**config.mk**
```make
export PLATFORM = sky130hd
export DESIGN_NAME = rep3_serial_tx
export DESIGN_NICKNAME = d
export VERILOG_FILES = /design/src/rtl/rep3_serial_tx.sv
export SDC_FILE = /design/constraint.sdc
export NUM_CORES = 1
export LEC_CHECK = 0
export BUFFER_PORTS_ARGS = -buffer_cell sky130_fd_sc_hd__buf_2
export CAP_MARGIN = 20
export CELL_PAD_IN_SITES_DETAIL_PLACEMENT = 1
export CELL_PAD_IN_SITES_GLOBAL_PLACEMENT = 2
export CORE_MARGIN = 4
export CORE_UTILIZATION = 35
export CTS_CLUSTER_SIZE = 40
export DETAILED_ROUTE_END_ITERATION = 7
export GPL_TIMING_DRIVEN = 0
export PLACE_DENSITY_LB_ADDON = 0.3
export SLEW_MARGIN = 20
export SYNTH_ARGS = -nofsm -noshare
export SYNTH_HDL_FRONTEND = slang
export SYNTH_SLANG_ARGS = --single-unit
```
**constraint.sdc**
```tcl
create_clock -name clk -period 1.7 [get_ports clk]
set_input_delay 0 -clock clk [delete_from_list [all_inputs] [get_ports clk]]
set_output_delay 0 -clock clk [all_outputs]
set_load 0.02 [all_outputs]
```
**src/rtl/rep3_serial_tx.sv**
```systemverilog
// Repetition-code serial transmitter: shifts a word out MSB-first,
// each bit repeated REP chips, with frame and bit-start strobes.
module rep3_serial_tx #(
  parameter int DATA_W = 8,
  parameter int REP    = 3,
  parameter int GAP    = 1
) (
  input  logic              clk,
  input  logic              rst_n,
  input  logic [DATA_W-1:0] in_data,
  input  logic              in_valid,
  output logic              in_ready,
  output logic              tx_chip,
  output logic              tx_frame,
  output logic              tx_first,
  output logic              busy
);

  localparam int CW = (REP > 1) ? $clog2(REP) : 1;
  localparam int BW = (DATA_W > 1) ? $clog2(DATA_W) : 1;
  localparam int GW = (GAP > 1) ? $clog2(GAP) : 1;

  localparam logic [CW-1:0] CHIP_LAST = CW'(REP - 1);
  localparam logic [BW-1:0] BIT_LAST  = BW'(DATA_W - 1);
  localparam logic [GW-1:0] GAP_LAST  = GW'((GAP > 0) ? GAP - 1 : 0);

  typedef enum logic [1:0] {
    ST_IDLE,
    ST_SEND,
    ST_GAP
  } state_e;

  state_e            state_q, state_d;
  logic [DATA_W-1:0] shift_q, shift_d;
  logic [CW-1:0]     chip_q, chip_d;
  logic [BW-1:0]     bit_q, bit_d;
  logic [GW-1:0]     gap_q, gap_d;

  logic ready_q, ready_d;
  logic chip_out_q, chip_out_d;
  logic frame_q, frame_d;
  logic first_q, first_d;
  logic busy_q, busy_d;

  always_comb begin
    state_d = state_q;
    shift_d = shift_q;
    chip_d  = chip_q;
    bit_d   = bit_q;
    gap_d   = gap_q;
    unique case (state_q)
      ST_IDLE: begin
        if (in_valid && ready_q) begin
          state_d = ST_SEND;
          shift_d = in_data;
          chip_d  = '0;
          bit_d   = '0;
          gap_d   = '0;
        end
      end
      ST_SEND: begin
        if (chip_q == CHIP_LAST) begin
          chip_d  = '0;
          shift_d = shift_q << 1;
          if (bit_q == BIT_LAST) begin
            bit_d   = '0;
            state_d = (GAP > 0) ? ST_GAP : ST_IDLE;
          end else begin
            bit_d = bit_q + 1'b1;
          end
        end else begin
          chip_d = chip_q + 1'b1;
        end
      end
      ST_GAP: begin
        if (gap_q == GAP_LAST) begin
          gap_d   = '0;
          state_d = ST_IDLE;
        end else begin
          gap_d = gap_q + 1'b1;
        end
      end
      default: state_d = ST_IDLE;
    endcase
  end

  // Outputs are registered from next-state values so the first chip
  // shows up in the cycle right after the accepting edge.
  always_comb begin
    ready_d    = (state_d == ST_IDLE);
    frame_d    = (state_d == ST_SEND);
    chip_out_d = frame_d & shift_d[DATA_W-1];
    first_d    = frame_d && (chip_d == '0);
    busy_d     = (state_d != ST_IDLE);
  end

  always_ff @(posedge clk or negedge rst_n) begin
    if (!rst_n) begin
      state_q    <= ST_IDLE;
      shift_q    <= '0;
      chip_q     <= '0;
      bit_q      <= '0;
      gap_q      <= '0;
      ready_q    <= 1'b0;
      chip_out_q <= 1'b0;
      frame_q    <= 1'b0;
      first_q    <= 1'b0;
      busy_q     <= 1'b0;
    end else begin
      state_q    <= state_d;
      shift_q    <= shift_d;
      chip_q     <= chip_d;
      bit_q      <= bit_d;
      gap_q      <= gap_d;
      ready_q    <= ready_d;
      chip_out_q <= chip_out_d;
      frame_q    <= frame_d;
      first_q    <= first_d;
      busy_q     <= busy_d;
    end
  end

  assign in_ready = ready_q;
  assign tx_chip  = chip_out_q;
  assign tx_frame = frame_q;
  assign tx_first = first_q;
  assign busy     = busy_q;

endmodule

```
==> results.txt <==
Status = complete, no violations
Routed via count = 641
Layout area overhead = 25.82%
Required @ worst endpoint = 1910 ps
Post-Layout Cell Count = 123
Clock Skew = 5.227 ps
Insertion delay to the later sink of the worst-skew pair = 310 ps
Standard-cell rows = 17
Routability cong. = 0.7524
Unrepaired setup endpoints after global routing = false
Post-synthesis cell count = 68
Fraction of layout cells with a size suffix above 1 = 28.42%
Grt total ovfl = 0
Flop-to-flop setup slack = 250 ps
Pwr dens = 1520 nW/um2
Internal cell power = 1.094 mW
Mean Syn Cell Area = 12.90 um2
Logic pwr share = 37.8%
Dominant synthesized flop cell = dfrtp_1
Startpoint Class = flop
Syn nets = 81
Area contributors post-synth = dfrtp_1 (57%), a22o_1 (10%), a21o_1 (6.0%)
CTS tree = yes
LEAKAGE = 0.5964 nW
R2R Path Start = state_q[0]
Placeable Area = 2297 um2
Hold depth = 3
Most numerous cell in the Yosys netlist = dfrtp_1
Placed insts = 111
Detail Placement HPWL = 1178 um
Number of global-route vias before repair = 684
Routed len/inst = 14.71 um
Clock Power Share = 16.7%
Distinct cells, synth = 21
Die Y = 58.06 um
Die width = 58.06 um
Tightest Hold Check Type = in -> reg
PortBufs = 15
Postcts setup bufs = 0
Initial DRC Count = 13
CP Capture Type = flop
Setup violations, final = 0
Final period util = 85.28%
Starting Density = 38.18%
Mapped Area = 877.1 um2
Relative max-transition margin = 70.23%
Antenna-violating nets left = 0
Worst Hold Launch = in_data[5]
DRT Wirelength = 1809 um
Ys async rst share = 100.0%
EDFF count, synth = 0
DRC violations left = 0
Flop pwr share = 45.5%
CTS clk-pin slew, worst paths = 110 ps
Tightest Pin Transition = 446.5 ps
Pre-antenna DRT Iters = 2
Slowest CP cell = dfrtp_1
Sw Pwr = 0.5831 mW
Yosys top cell area share = 57.06%
GRT Overall Usage = 12.71%
Sw Share = 34.76%
Clock Tree Buf Depth = 2
Worst-path cell chain = buf_6 > and4bb_2 > buf_6 > nor2_2 > buf_6 > a21bo_1
Die Area = 3371 um2
I/O pins = 16
Clock sink total = 20
Synthesized flop and latch total = 20
Sequential area share after synthesis = 57.06%
Max IR drop VDD = 0.0005415 V
Final setup TNS = 0 ps
Crit. Startpoint = state_q[0]
Final Hold Fails = 0
Most frequent CP cell = buf_6
Final #Nets = 109
YS warnings = 0
Worst R2R Path Depth = 6
Largest area contributor in the netlist = dfrtp_1
CTS HTree Levels = 1
First-pass GRT wire length = 3187 um
Root buffer selected by CTS = clkbuf_4
Largest net degree at the start of global routing = 21
Post-synth top cells = dfrtp_1 (20), a22o_1 (10), a21o_1 (7), inv_1 (6), buf_6 (4)
CP peak stage delay = 400 ps
Post-route minimum period = 1450 ps
Antenna violations before repair = 0
Crit Path Category = reg -> reg
Number of CTS-inserted buffers = 3
Max cap viols = 0
Worst-path maximum fanout = 10
Final Max Slew Viols = 0
CP arrival = 1660 ps
Via-to-Cell Ratio = 5.211
Post_cts resized = 0
Ant. Diodes = 0
Fmax = 689.8 MHz
registers in the layout (all words and copies together) (netlist names):
name      count
bit_q         3
state_q       2
busy          1
shift_q       8
tx_chip       1
chip_q        2
in_ready      1
tx_first      1
tx_frame      1
per-stage QoR:
| stage | worst slack [ps] | area, um2 | hold slack [ps] | utilization (%) | power (mW) |
|---|---|---|---|---|---|
| 5_1_grt | 179.0 | 1104 | 17.57 | 48.04 | 1.815 |
| 2_1_floorplan | 362.7 | 877.1 | -295.6 | - | 1.216 |
| 3_5_place_dp | 271.6 | 987.2 | -27.83 | 42.97 | 1.391 |
| 4_1_cts | 246.0 | 1104 | 7.014 | 48.04 | 1.700 |
| 6_report | 250.3 | 1104 | 15.93 | 48.04 | 1.677 |
| 3_3_place_gp | 295.8 | 987.2 | -28.30 | 42.97 | 1.361 |
layer usage:
| metal | vias up | GRT usage (%) | routed length, um | share of wire, % |
|---|---|---|---|---|
| li1 | 305 | - | - | - |
| met1 | 317 | 16.20 | 847 | 47 |
| met2 | 14 | 19.52 | 837 | 46 |
| met3 | 5 | 2.673 | 74 | 4.1 |
| met4 | 0 | 7.947 | 49 | 2.7 |
| met5 | - | 0 | 0 | 0 |
worst max-delay path: cells and delay by family (launching register included):
family	cells	cell delay [ps]
AOI/OAI and AO/OA	1	190
buffers and inverters	3	420
DFF	1	400
and+or+nand+nor	2	340
final timing paths:
path                                   end
worst max-delay path            shift_q[7]
worst min-delay path            shift_q[5]
worst max register to register  shift_q[7]
worst min register to register  shift_q[1]
max in group asynchronous       shift_q[0]
min in group asynchronous       shift_q[7]
repair_timing:
| action | 4_1_cts | 5_1_grt |
|---|---|---|
| setup endpoints to repair | 0 | 0 |
| hold buffers | 8 | 0 |
| hold endpoints to repair | 27 | 0 |
power by group through the flow:
stage	clock (mW)	combinational, mW	sequential, mW
detailed placement	0	0.621	0.770
global route	0.309	0.712	0.795
global placement	0	0.599	0.762
floorplan	0	0.412	0.804
finish	0.280	0.635	0.763
CTS	0.294	0.643	0.762
layout make-up:
class                   count  area [um2]
plain buffers               4       45.04
clock buffers               4       36.28
fillers                   260        1194
inverters                   6       22.52
multi-input cells          38       309.0
flip-flops and latches     20       500.5
well taps                  28       35.03
repair buffers             23       155.1
cells by family after synthesis:
family	after synthesis	synth area share [%]
DFF	20	57.06
and+or+nand+nor	9	7.704
AOI/OAI and AO/OA	27	24.68
adders and majority gates	2	2.853
buffers and inverters	10	7.703
layout by cell type, fill, tap and decap left out, drive strengths merged, types with 2 or more instances in the layout:
cell          n
inv           6
nor2          4
and4bb        2
a21o          7
dfrtp        20
ha            2
a22o         10
dlygate4sd3   8
clkbuf        4
buf          19
a21oi         3
No activity file was read; power rests on OpenSTA's default activity.
